## config.mk

```make
export PLATFORM = sky130hd
export DESIGN_NAME = vram_arbiter
export DESIGN_NICKNAME = d
export VERILOG_FILES = /design/src/rtl/vram_arbiter_pkg.sv /design/src/rtl/vram_clear_seq.sv /design/src/rtl/vram_arbiter.sv
export SDC_FILE = /design/constraint.sdc
export NUM_CORES = 1
export LEC_CHECK = 0
export ABC_AREA = 1
export BUFFER_PORTS_ARGS = -buffer_cell sky130_fd_sc_hd__buf_2
export CAP_MARGIN = 10
export CORE_ASPECT_RATIO = 1.2
export CORE_MARGIN = 4
export CORE_UTILIZATION = 40
export CTS_BUF_LIST = sky130_fd_sc_hd__clkbuf_8
export CTS_CLUSTER_SIZE = 10
export DETAILED_ROUTE_END_ITERATION = 12
export PLACE_DENSITY = 0.61
export SETUP_SLACK_MARGIN = 0.15
export SYNTH_ARGS = -nofsm -noshare
export SYNTH_HDL_FRONTEND = slang
export SYNTH_SLANG_ARGS = --single-unit
```

## constraint.sdc

```tcl
create_clock -name clk -period 1.7 [get_ports clk]
set_input_delay 0.51 -clock clk [delete_from_list [all_inputs] [get_ports clk]]
set_output_delay 0.51 -clock clk [all_outputs]
set_load 0.005 [all_outputs]
```

## src/rtl/vram_arbiter_pkg.sv

```systemverilog
// Shared types and defaults for the video/CPU VRAM arbiter and the RAM it fronts.
package vram_arbiter_pkg;

  localparam int VRAM_AW  = 11;
  localparam int VRAM_DW  = 8;
  localparam int STARVE_W = 4;

  typedef enum logic [1:0] {
    NONE = 2'd0,
    VID  = 2'd1,
    CPU  = 2'd2
  } owner_t;

  typedef enum logic {
    CLEAR = 1'b0,
    RUN   = 1'b1
  } state_t;

  // Saturating increment used by the CPU starvation guard.
  function automatic logic [STARVE_W-1:0] sat_inc(input logic [STARVE_W-1:0] val,
                                                  input logic [STARVE_W-1:0] lim);
    logic [STARVE_W-1:0] res;
    if (val >= lim) begin
      res = lim;
    end else begin
      res = val + 4'd1;
    end
    return res;
  endfunction

endpackage

```

## src/rtl/vram_clear_seq.sv

```systemverilog
// Post-reset clear sweep: walks every RAM address once and flags the final one.
module vram_clear_seq
  import vram_arbiter_pkg::*;
#(
  parameter int AW = VRAM_AW
) (
  input  logic          clk,
  input  logic          reset_n,
  input  logic          en,
  output logic [AW-1:0] addr,
  output logic          done
);

  logic [AW-1:0] cnt_r;

  // Sweep address counter; wraps back to zero after the last location.
  always_ff @(posedge clk or negedge reset_n) begin
    if (!reset_n) begin
      cnt_r <= {AW{1'b0}};
    end else if (en) begin
      cnt_r <= cnt_r + {{(AW-1){1'b0}}, 1'b1};
    end else begin
      cnt_r <= cnt_r;
    end
  end

  assign addr = cnt_r;
  assign done = en && (cnt_r == {AW{1'b1}});

endmodule

```

## src/rtl/vram_arbiter.sv

```systemverilog
// Single-port VRAM sequencer: clear sweep after reset, then one access per cycle
// shared between video scanout (priority) and the CPU (with a starvation guard).
module vram_arbiter
  import vram_arbiter_pkg::*;
#(
  parameter int             AW           = VRAM_AW,
  parameter int             DW           = VRAM_DW,
  parameter logic [DW-1:0]  CLEAR_VAL    = 8'h00,
  parameter int             CPU_WAIT_MAX = 3
) (
  input  logic          clk,
  input  logic          reset_n,
  input  logic          vid_req,
  input  logic [AW-1:0] vid_addr,
  output logic          vid_gnt,
  output logic [DW-1:0] vid_data,
  output logic          vid_valid,
  input  logic          cpu_req,
  input  logic          cpu_we,
  input  logic [AW-1:0] cpu_addr,
  input  logic [DW-1:0] cpu_wdata,
  output logic          cpu_gnt,
  output logic [DW-1:0] cpu_rdata,
  output logic          cpu_rvalid,
  output logic [AW-1:0] ram_addr,
  output logic [DW-1:0] ram_data,
  output logic          ram_we,
  input  logic [DW-1:0] ram_q,
  output logic          clearing
);

  localparam logic [STARVE_W-1:0] WAIT_LIM = STARVE_W'(CPU_WAIT_MAX);

  state_t               state_r;
  state_t               state_nxt_s;
  logic [STARVE_W-1:0]  starve_r;
  logic [AW-1:0]        sweep_addr_s;
  logic                 sweep_done_s;
  logic                 vid_gnt_s;
  logic                 cpu_gnt_s;
  owner_t               owner_s;
  owner_t               tag1_r;
  owner_t               tag2_r;
  logic [AW-1:0]        ram_addr_r;
  logic [DW-1:0]        ram_data_r;
  logic                 ram_we_r;
  logic [DW-1:0]        vid_data_r;
  logic                 vid_valid_r;
  logic [DW-1:0]        cpu_rdata_r;
  logic                 cpu_rvalid_r;

  vram_clear_seq #(
    .AW (AW)
  ) u_clear_seq (
    .clk     (clk),
    .reset_n (reset_n),
    .en      (state_r == CLEAR),
    .addr    (sweep_addr_s),
    .done    (sweep_done_s)
  );

  // State register.
  always_ff @(posedge clk or negedge reset_n) begin
    if (!reset_n) begin
      state_r <= CLEAR;
    end else begin
      state_r <= state_nxt_s;
    end
  end

  // Next state: leave CLEAR once the last location has been issued.
  always_comb begin
    state_nxt_s = state_r;
    case (state_r)
      CLEAR:   state_nxt_s = sweep_done_s ? RUN : CLEAR;
      RUN:     state_nxt_s = RUN;
      default: state_nxt_s = CLEAR;
    endcase
  end

  // Grant decode: a starved CPU beats video, otherwise video wins.
  always_comb begin
    vid_gnt_s = 1'b0;
    cpu_gnt_s = 1'b0;
    owner_s   = NONE;
    if (state_r == RUN) begin
      if (cpu_req && (starve_r == WAIT_LIM)) begin
        cpu_gnt_s = 1'b1;
        owner_s   = CPU;
      end else if (vid_req) begin
        vid_gnt_s = 1'b1;
        owner_s   = VID;
      end else if (cpu_req) begin
        cpu_gnt_s = 1'b1;
        owner_s   = CPU;
      end else begin
        owner_s   = NONE;
      end
    end else begin
      owner_s = NONE;
    end
  end

  // Starvation counter only runs while arbitrating.
  always_ff @(posedge clk or negedge reset_n) begin
    if (!reset_n) begin
      starve_r <= {STARVE_W{1'b0}};
    end else if (state_r != RUN) begin
      starve_r <= starve_r;
    end else if (cpu_gnt_s) begin
      starve_r <= {STARVE_W{1'b0}};
    end else if (cpu_req) begin
      starve_r <= sat_inc(starve_r, WAIT_LIM);
    end else begin
      starve_r <= starve_r;
    end
  end

  // RAM command register; address and data hold on idle cycles.
  always_ff @(posedge clk or negedge reset_n) begin
    if (!reset_n) begin
      ram_addr_r <= {AW{1'b0}};
      ram_data_r <= {DW{1'b0}};
      ram_we_r   <= 1'b0;
    end else begin
      case (state_r)
        CLEAR: begin
          ram_addr_r <= sweep_addr_s;
          ram_data_r <= CLEAR_VAL;
          ram_we_r   <= 1'b1;
        end
        RUN: begin
          if (vid_gnt_s) begin
            ram_addr_r <= vid_addr;
            ram_we_r   <= 1'b0;
          end else if (cpu_gnt_s) begin
            ram_addr_r <= cpu_addr;
            ram_data_r <= cpu_wdata;
            ram_we_r   <= cpu_we;
          end else begin
            ram_we_r   <= 1'b0;
          end
        end
        default: begin
          ram_we_r <= 1'b0;
        end
      endcase
    end
  end

  // Owner tag follows each access through the RAM's one-cycle read latency.
  always_ff @(posedge clk or negedge reset_n) begin
    if (!reset_n) begin
      tag1_r <= NONE;
      tag2_r <= NONE;
    end else begin
      tag1_r <= owner_s;
      tag2_r <= tag1_r;
    end
  end

  // Return stage: steer ram_q to whichever requester owns the slot.
  always_ff @(posedge clk or negedge reset_n) begin
    if (!reset_n) begin
      vid_data_r   <= {DW{1'b0}};
      vid_valid_r  <= 1'b0;
      cpu_rdata_r  <= {DW{1'b0}};
      cpu_rvalid_r <= 1'b0;
    end else begin
      vid_valid_r  <= (tag2_r == VID);
      cpu_rvalid_r <= (tag2_r == CPU);
      if (tag2_r == VID) begin
        vid_data_r <= ram_q;
      end else begin
        vid_data_r <= vid_data_r;
      end
      if (tag2_r == CPU) begin
        cpu_rdata_r <= ram_q;
      end else begin
        cpu_rdata_r <= cpu_rdata_r;
      end
    end
  end

  assign vid_gnt    = vid_gnt_s;
  assign cpu_gnt    = cpu_gnt_s;
  assign ram_addr   = ram_addr_r;
  assign ram_data   = ram_data_r;
  assign ram_we     = ram_we_r;
  assign vid_data   = vid_data_r;
  assign vid_valid  = vid_valid_r;
  assign cpu_rdata  = cpu_rdata_r;
  assign cpu_rvalid = cpu_rvalid_r;
  assign clearing   = (state_r == CLEAR);

endmodule

```

Word level (Yosys, flattened, before mapping)
Index checks and enable logic that the tools add are counted.
- register bits after elaboration: 58
- latch bits: 0
- bits in writable memories: 0
- bits in read-only memories: 0
- input bits: 43
- output and inout port bits: 41
- word-level logic and storage cells: 53
- memories: 0
- add/sub/neg operators: 2
- $mul: 0
- div/mod/pow operators: 0
- magnitude comparators: 1
- eq/ne operators: 7
- shift-type cells: 0
- muxes and demuxes: 25
- bitwise operators: 1
- reduce and logical (&&, ||, !) cells: 5
- operators by type and width (operator ; number):
    11-bit 2-to-1 mux ; 2
    11-bit case mux with 2 select lines ; 1
    8-bit 2-to-1 mux ; 2
    8-bit case mux with 2 select lines ; 1
    4-bit 2-to-1 mux ; 3
    11-bit by 1-bit adder with 11-bit output, second input constant ; 1
    11-bit equality test, second input constant ; 1
    1-bit 2-to-1 mux ; 10
    2-bit 2-to-1 mux ; 4
    4-bit by 1-bit adder with 4-bit output, second input constant ; 1
    4-bit by 2-bit equality test with 1-bit output, second input constant ; 1
    4-bit by 2-bit >= comparator with 1-bit output, second input constant ; 1
    2-bit != test, second input constant ; 2
    1-bit case mux with 2 select lines ; 2
    2-bit AND reduction ; 2
    3-bit != test, second input constant ; 1
    2-bit by 1-bit equality test with 1-bit output, second input constant ; 1
    2-bit equality test, second input constant ; 1
    1-bit logical AND ; 2
    2-bit nonzero test ; 1
    1-bit inverter ; 1

Longest topological paths before layout
Gate-level depths: netlist of the first run.
- depth after elaboration: 7
- gate-level depth with buffers: 8
- gate-level depth less buffers: 7

Modules after synthesis
Synthesis of the first run repeated with hierarchy kept, for this count alone.
- cells, all modules: 327
- area total of the unflattened synthesis: 2796.4 um2
- modules (own cells, without submodules) (module ; instances ; cells an instance ; area each (um2) ; sequential area each (um2)):
    vram_arbiter ; 1 ; 268 ; 2259.7 ; 1176.1
    vram_clear_seq ; 1 ; 59 ; 536.8 ; 275.3

Least setup slack after synthesis of the first run
No wires, ideal clock.
- kind: register to output
- start: register starve_r[0]
- end: output vid_gnt
- data arrival time: 0.950 ns
- data required time: 1.190 ns
- setup slack: 0.240 ns
- cell stages (with the launch flop): 6
- buffers on the path: 1
- path through: dfrtp_1 ha_1 nand3_2 nand2_4 buf_6 inv_1
- cells in the longest elaborated chain, start to end: 4
- ends and longest elaborated chain (what ; RTL line ; source):
    start, declared ; vram_arbiter.sv:36 ; logic [STARVE_W-1:0] starve_r;
    start signal, assigned ; vram_arbiter.sv:107 ; starve_r <= {STARVE_W{1'b0}};
    start signal, assigned ; vram_arbiter.sv:109 ; starve_r <= starve_r;
    start signal, assigned ; vram_arbiter.sv:111 ; starve_r <= {STARVE_W{1'b0}};
    4-bit by 2-bit equality test with 1-bit output ; vram_arbiter.sv:87 ; if (cpu_req && (starve_r == WAIT_LIM)) begin
    1-bit logical AND ; vram_arbiter.sv:87 ;
    1-bit 2-to-1 mux ; vram_arbiter.sv:87 ;
    1-bit 2-to-1 mux ; vram_arbiter.sv:86 ; if (state_r == RUN) begin
    end, declared ; vram_arbiter.sv:15 ; output logic vid_gnt,
No other way between the ends.

Final worst setup path of the first run
- start: register starve_r[1]
- end: output cpu_gnt
- cells in the longest elaborated chain, start to end: 4
- ends and longest elaborated chain (what ; RTL line ; source):
    4-bit by 2-bit equality test with 1-bit output ; vram_arbiter.sv:87 ;
    1-bit logical AND ; vram_arbiter.sv:87 ;
    1-bit 2-to-1 mux ; vram_arbiter.sv:87 ;
    1-bit 2-to-1 mux ; vram_arbiter.sv:86 ;
    end, declared ; vram_arbiter.sv:22 ; output logic cpu_gnt,
No other way between the ends.

==> flow_summary.yaml, run 1 <==
yosys:
  ys_ff_latch: 58
  synth_flop_cell: "dfrtp_1"
  ys_seq_area_share_pct: 51.9
  synthesis.nets: 364
  synth_warnings: 0
  syn-instance-count: 319
  async_flop_share_pct: 100
  syn-cell-area_um2: 2800
  yosys.cell_types.count: 26
  avgSynthCellArea_um2: 8.76
  synth_edf_count: 0
route:
  wl_um: 6210
  wl_per_cell_um: 12.2
  vias: 2304
  ant_nets: 0
  m1WireLength_um: 2720
  drt-initial-drc-count: 58
  drc: 0
  wl_met3_um: 356
  viasPerCell: 4.52
  first_pass_iters: 4
  dr_wl_met2_um: 3040
  highest_layer: "met4"
global_route:
  antenna_found_initial: 0
  grt_pass1_vias: 2228
  grt.total_usage_pct: 15.8
  grt.overflow.total: 0
  grt_pass1_wl_um: 10400
  grt_max_degree: 59
critical_path:
  cp-start-kind: "register"
  crit_end: "cpu_gnt"
  startpoint: "starve_r[1]"
  cp-end-kind: "output port"
  cp_data_required_time_ps: 1190
  r2r-start: "starve_r[1]"
  crit_type: "reg2out"
  worstRegToRegCells: 8
  arrival_ps: 1260
  reg2reg_to: "starve_r[1]"
  worst-path-max-fanout: 2
  reg2reg_slack_ps: 250
timing:
  rsz0062_at_grt: "true"
  setup_viol: 2
  maxSlewViolCount: 0
  fin_worst_skew_ps: 8.90
  fin_ws_ps: -74.6
  slew_headroom_pct: 68.8
  fin_crit_sh_pct: 104
  hold_viol_final: 0
  worstMarginPinSlew_ps: 467
  post-route-min-period_ps: 1770
  fmax_ghz: 0.564
floorplan:
  initial_utilization_pct: 41.0
  fp.dieW_um: 84.3
  core_um2: 6810
  num_rows: 33
  dieArea_um2: 8390
  ios: 84
  die_y_um: 99.6
clock_network:
  hold_buffers: 0
  cts_buffers: 9
  htree_levels: 3
  clk_path_buf_depth: 2
  path_clk_slew_ps: 70
  clock_latency_ps: 330
  cts_num_sinks: 58
  clock-root-buffer: "clkbuf_8"
  cts_tree: "built"
worst_hold_path:
  hp-class: "in2async"
layout:
  fin_nets: 463
  layout_common_cells: "80 x buf_2, 68 x inv_1, 57 x dfrtp_1"
  drive_above_1_share_pct: 37.8
  nFillCells: 653
  fin_util_pct: 53.8
  synthToLayoutAreaGrowth_pct: 31.2
  final_common_cell: "buf_2"
  insertedDiodeCount: 0
placement:
  hpwl_um: 4450
  gp_congestion: 0.744
  io_buffers: 83
pwr:
  p_per_area_nw_per_um2: 796
  irDropWorstVdd_mv: 0.430
  power_mw: 2.92
  leakage_nw: 1.97
job:
  maxCapViolations: 0
outcome:
  violations: "negative setup slack"
  status: "complete, but fails checks"
-- timing repair --
item                       CTS  global route
setup buffers                4             3
pin swaps                    4             4
resized for setup           14             4
setup endpoints to repair    3             5
-- where the power goes --
part	switching (mW)	leakage, nW	total [mW]	internal, mW
clock	0.551	0.109	1.42	0.866
sequential	0	0.680	1.38	1.38
combinational	0.0646	1.19	0.119	0.0546
total	0.616	1.97	2.92	2.30
-- cell usage after synthesis, types with 2 or more instances --
library cell / number / area (um^2)
inv_1: 69 / 259
dfrtp_1: 58 / 1450
nand2_1: 54 / 203
o21ai_0: 33 / 165
nor2_1: 22 / 82.6
nand3_1: 17 / 85.1
nand3_2: 11 / 110
a21oi_2: 9 / 78.8
nand2_2: 9 / 56.3
xor2_1: 8 / 70.1
buf_2: 3 / 15.0
buf_6: 3 / 33.8
inv_2: 3 / 11.3
nor2_2: 3 / 18.8
a21oi_1: 2 / 10.0
buf_4: 2 / 15.0
ha_1: 2 / 25.0
nand2_4: 2 / 22.5
nand4_1: 2 / 12.5
-- how the worst min path moves through the flow --
stage / startpoint / to / slack, ps / depth (start not counted)
2_1_floorplan: reset_n / cpu_rdata[0] / 210 / 0
3_3_place_gp: tag1_r[1] / tag2_r[1] / 330 / 0
3_5_place_dp: tag1_r[1] / tag2_r[1] / 340 / 0
4_1_cts: reset_n / cpu_rdata[5] / 170 / 2
5_1_grt: reset_n / ram_data[7] / 160 / 2
6_report: reset_n / cpu_rdata[5] / 170 / 2
-- state kept, by name, summed over array words and instances, names as in the netlist, 2 cells and up --
register	flops
ram_addr	11
u_clear_seq.addr	11
cpu_rdata	8
tag1_r	2
starve_r	4
vid_data	8
tag2_r	2
ram_data	8
-- worst max-delay path, cell delays in order (launching register included) --
cell and delay [ps]:
dfrtp_1 410, ha_4 190, nand2_2 70, nand2_2 60, nand2_2 60, inv_2 40, buf_6 100
-- stage by stage --
stage               area, um^2  setup slack, ps  cells  setup TNS [ps]  hold WS [ps]
finish                    3670            -74.6    510            -114           170
CTS                       3610             -102    507            -162           168
floorplan                 2800              240    319               0           214
detailed placement        3310              176    487               0           339
global route              3670             -154    510            -261           163
global placement          3310              192    487               0           334
-- cell type report --
cell class / instances / area (um^2) / area share (%)
timing repair buffer: 98 / 563 / 15.4
clock buffer: 10 / 138 / 3.75
clock inverter: 6 / 88.8 / 2.42
sequential: 58 / 1450 / 39.6
multi-input combinational: 178 / 1030 / 28.1
inverter: 73 / 287 / 7.82
tap: 87 / 109 / 2.97
-- logic make-up (layout without fill, tap and decap cells) --
family                   count (synthesis)  count (layout)  synth area share [%]
flip-flops                              58              58                  51.9
XOR/XNOR                                 9               9                  2.82
buffers and inverters                   83             187                  12.9
AND/OR/NAND/NOR                        121             121                  21.8
adder cells (fa/ha/maj)                  2               2                 0.895
AO/OA/AOI/OAI                           46              46                  9.62
-- per-layer routing --
metal  vias to the layer above  track usage, %
met5                         -               0
met3                        10            5.05
met4                         0            6.56
met2                        59            26.1
met1                      1070            19.0
li1                       1165               -
(Power assumes the default switching activity.)
==> run 2, diff against run 1 <==
==> constraint.sdc (replaced) <==
create_clock -name clk -period 1.7 [get_ports clk]
set_input_delay 0.255 -clock clk [delete_from_list [all_inputs] [get_ports clk]]
set_output_delay 0.255 -clock clk [all_outputs]
set_load 0.005 [all_outputs]
==> flow_summary.yaml, run 2 (synthesis gave the netlist of run 1 again) <==
worst_hold_path:
  hold_depth: 3
  hp-class: "in2reg"
  hold_end: "ram_data[7]"
  worstHoldStart: "cpu_wdata[7]"
pwr:
  irDropWorstVdd_mv: 0.394
  p_per_area_nw_per_um2: 799
  leakage_nw: 1.94
critical_path:
  reg2reg_slack_ps: 350
  crit_chain: "ha_4 > nand2_2 > nand2_2 > nand2_2 > inv_4 > buf_6"
  r2r-start: "u_clear_seq.addr[0]"
  arrival_ps: 1280
  cp_data_required_time_ps: 1440
  reg2reg_to: "u_clear_seq.addr[10]"
  cp_top_family: "flip-flops"
  cpMaxStageDelayCell: "dfrtp_1"
  worst-path-max-fanout: 2
  cp-end-kind: "output port"
  crit_type: "reg2out"
  worst-path-buf-inv: 2
  path_common_cell: "nand2_2"
  max_stage_delay_ps: 430
  worstRegToRegCells: 6
  cp-start-kind: "register"
timing:
  post-route-min-period_ps: 1530
  fin_worst_skew_ps: 5.43
  tns_ps: 0
  slew_headroom_pct: 69.0
  rsz0062_at_grt: "true"
  fmax_ghz: 0.652
  maxSlewViolCount: 0
  setup_viol: 0
  worstMarginPinSlew_ps: 463
  fin_hold_ws_ps: 136
  fin_crit_sh_pct: 90.3
  hold_viol_final: 0
clock_network:
  clock_latency_ps: 330
  cts_tree: "built"
  path_clk_slew_ps: 60
  clock-root-buffer: "clkbuf_8"
  cts_num_sinks: 58
  cts_buffers: 9
  htree_levels: 3
  clk_path_buf_depth: 2
global_route:
  antenna_found_initial: 0
  grt.overflow.total: 0
  grt_pass1_vias: 2195
  grt_pass1_wl_um: 10200
  grt_max_degree: 59
  grt.total_usage_pct: 15.5
route:
  first_pass_iters: 4
  viasPerCell: 4.47
  vias: 2246
  wl_um: 6100
  ant_nets: 0
  drt-initial-drc-count: 94
  drc: 0
  wl_per_cell_um: 12.1
layout:
  multiInputGateArea_um2: 1020
  layout_common_cells: "82 x buf_2, 70 x inv_1, 57 x dfrtp_1"
  stdcell_count: 503
  nFillCells: 635
  synthToLayoutAreaGrowth_pct: 28.5
  register_area_um2: 1450
  drive_above_1_share_pct: 36.1
  final_common_cell: "buf_2"
  fin_nets: 456
  fin_util_pct: 52.7
  insertedDiodeCount: 0
floorplan:
  dieArea_um2: 8390
  ios: 84
  die_y_um: 99.6
  fp.dieW_um: 84.3
  initial_utilization_pct: 41.0
  num_rows: 33
  core_um2: 6810
placement:
  gp_congestion: 0.794
  dp.cells: 483
  hpwl_um: 4440
  io_buffers: 83
outcome:
  status: "completed"
job:
  maxCapViolations: 0
run 2: repair_timing:
action                                  CTS  global route
endpoints found under the hold margin    58             0
hold buffers                              1             0
pin swaps                                 2             4
gates resized for setup                   6             8
buffers inserted                          2             1
endpoints found under the setup margin    3             3
gates cloned                              0             0
run 2: metal layers:
layer / track usage [%] / part of all wire [%] / up-vias / wire length, um
li1: - / - / 1150 / -
met1: 20.0 / 45 / 1025 / 2730
met2: 23.8 / 47 / 58 / 2850
met3: 3.23 / 5.6 / 13 / 340
met4: 9.16 / 2.9 / 0 / 180
met5: 0 / 0 / - / 0
run 2: final cells by class:
| cell class | count | area share [%] |
|---|---|---|
| sequential | 58 | 40.4 |
| tap | 87 | 3.03 |
| clock inverter | 6 | 2.26 |
| clock buffer | 10 | 3.83 |
| timing repair buffer | 91 | 13.9 |
| inverter | 73 | 7.98 |
| multi-input combinational | 178 | 28.5 |
run 2: worst reg2reg max path, stage by stage (launching register included):
cell     delay, ps
dfrtp_1        400
ha_1           190
nand2_1         80
nor2_1         230
nand3_1        130
xor2_1         170
inv_1           50
run 2: stage by stage:
| stage | power (mW) | area, um^2 | worst slack, ps |
|---|---|---|---|
| final | 2.87 | 3590 | 166 |
| after global routing | 2.99 | 3590 | 110 |
| after CTS | 2.92 | 3540 | 130 |
| after detailed placement | 1.52 | 3280 | 276 |
| after global placement | 1.52 | 3280 | 306 |
| after floorplan | 1.44 | 2800 | 495 |
run 2: worst max path at each step:
stage	cells past startpoint	slack (ps)	start	endpoint
floorplan	5	490	starve_r[0]	vid_gnt
CTS	5	130	starve_r[1]	vid_gnt
global route	6	110	starve_r[1]	cpu_gnt
detailed placement	6	280	state_r	u_clear_seq.addr[7]
finish	6	170	starve_r[1]	cpu_gnt
global placement	6	310	state_r	u_clear_seq.addr[7]
run 2: report_power, final:
| group | internal [mW] | total (mW) | switching [mW] |
|---|---|---|---|
| Clock | 0.854 | 1.37 | 0.520 |
| Sequential | 1.38 | 1.38 | 0 |
| Combinational | 0.0533 | 0.116 | 0.0629 |
| Total | 2.29 | 2.87 | 0.583 |
==> run 3, diff against run 2 <==
--- a/config.mk
+++ b/config.mk
@@ -11,7 +11,7 @@
 export CORE_ASPECT_RATIO = 1.2
 export CORE_MARGIN = 4
 export CORE_UTILIZATION = 40
-export CTS_BUF_LIST = sky130_fd_sc_hd__clkbuf_8
+export CTS_BUF_LIST = sky130_fd_sc_hd__clkbuf_4 sky130_fd_sc_hd__clkbuf_8
 export CTS_CLUSTER_SIZE = 10
 export DETAILED_ROUTE_END_ITERATION = 12
 export PLACE_DENSITY = 0.61
==> flow_summary.yaml, run 3 (synthesis gave the netlist of run 1 again) <==
timing:
  fmax_ghz: 0.652
  hold_viol_final: 0
  slew_headroom_pct: 69.0
  fin_worst_skew_ps: 5.43
  fin_hold_ws_ps: 136
  tns_ps: 0
  setup_viol: 0
  fin_crit_sh_pct: 90.3
  rsz0062_at_grt: "true"
  maxSlewViolCount: 0
  post-route-min-period_ps: 1530
  worstMarginPinSlew_ps: 463
layout:
  drive_above_1_share_pct: 36.3
  synthToLayoutAreaGrowth_pct: 28.6
  final_common_cell: "buf_2"
  fin_nets: 456
  multiInputGateArea_um2: 1020
  insertedDiodeCount: 0
  layout_common_cells: "82 x buf_2, 69 x inv_1, 57 x dfrtp_1"
  register_area_um2: 1450
  stdcell_count: 503
  nFillCells: 633
  design_area_um2: 3600
route:
  first_pass_iters: 4
  ant_nets: 0
  drc: 0
  vias: 2246
  wl_per_cell_um: 12.1
  viasPerCell: 4.47
  wl_um: 6100
  drt-initial-drc-count: 94
floorplan:
  ios: 84
  dieArea_um2: 8390
  die_y_um: 99.6
  initial_utilization_pct: 41.0
  num_rows: 33
  fp.dieW_um: 84.3
  core_um2: 6810
job:
  maxCapViolations: 0
outcome:
  status: "completed"
global_route:
  grt_pass1_vias: 2195
  antenna_found_initial: 0
  grt.overflow.total: 0
  grt.total_usage_pct: 15.5
  grt_max_degree: 59
  grt_pass1_wl_um: 10200
pwr:
  comb_power_share_pct: 4.0
  power_mw: 2.89
  leakage_nw: 1.94
  irDropWorstVdd_mv: 0.393
  switching_share_pct: 20.1
  p_per_area_nw_per_um2: 804
  power_frac_seq_pct: 47.7
  switchingPower_mw: 0.583
  clkPwrFrac_pct: 48.3
  internal_power_mw: 2.31
clock_network:
  htree_levels: 3
  clock-root-buffer: "clkbuf_8"
  cts_buffers: 9
  cts_num_sinks: 58
  cts_tree: "built"
  clock_latency_ps: 330
  path_clk_slew_ps: 60
  clk_path_buf_depth: 2
critical_path:
  crit_type: "reg2out"
  cp-start-kind: "register"
  arrival_ps: 1280
  cp-end-kind: "output port"
  worst-path-max-fanout: 2
  path_common_cell: "nand2_2"
  crit_chain: "ha_4 > nand2_2 > nand2_2 > nand2_2 > inv_4 > buf_6"
  cp_data_required_time_ps: 1440
  cpMaxStageDelayCell: "dfrtp_1"
  max_stage_delay_ps: 430
placement:
  dp.cells: 483
  hpwl_um: 4440
  io_buffers: 83
  placed_cell_area_um2: 3280
  gp_congestion: 0.794
worst_hold_path:
  hp-class: "in2reg"
-- run 3: power groups by stage --
stage / logic (mW) / clock network, mW / registers (mW)
after floorplan: 0.0309 / 0 / 1.41
after global placement: 0.117 / 0 / 1.41
after detailed placement: 0.117 / 0 / 1.41
after CTS: 0.120 / 1.44 / 1.38
after global routing: 0.136 / 1.50 / 1.38
final: 0.116 / 1.40 / 1.38
-- run 3: cell type report --
type                       instances  area share (%)
timing repair buffer              91            13.9
sequential                        58            40.4
multi-input combinational        178            28.5
clock buffer                      11            4.04
inverter                          73            7.97
tap                               87            3.03
clock inverter                     5            2.16
-- run 3: path summary, 6_finish.rpt --
path                                     start                   end  slack, ps  depth (start not counted)
max reg2reg                u_clear_seq.addr[0]  u_clear_seq.addr[10]        350                          6
min                               cpu_wdata[7]           ram_data[7]        140                          3
max in group asynchronous              reset_n               state_r        970                          3
max                                starve_r[1]               cpu_gnt        170                          6
min reg2reg                          tag1_r[0]             tag2_r[0]        350                          0
min in group asynchronous              reset_n           ram_data[3]        450                          3
-- run 3: stage by stage --
stage / util, % / setup slack [ps]
after floorplan: - / 495
after global placement: 48.2 / 306
after detailed placement: 48.2 / 276
after CTS: 52.1 / 130
after global routing: 52.8 / 110
final: 52.8 / 166
-- run 3: per-layer routing --
layer  up-vias  GRT usage (%)  wire, um
li1       1150              -         -
met1      1025           20.0      2730
met2        58           23.8      2850
met3        13           3.23       340
met4         0           9.16       180
met5         -              0         0
-- run 3: worst max-delay path: cells and delay by family, from the launching register on --
kind | cells | cell delay, ps
buffers and inverters | 2 | 130
adder cells (fa/ha/maj) | 1 | 190
AND/OR/NAND/NOR | 3 | 190
flip-flops | 1 | 430
-- run 3: repair_timing --
action,4_1_cts,5_1_grt
resized for setup,6,8
pin swaps,2,4
hold buffers,1,0
setup endpoints to repair,3,3
hold endpoints to repair,58,0
buffers inserted,2,1
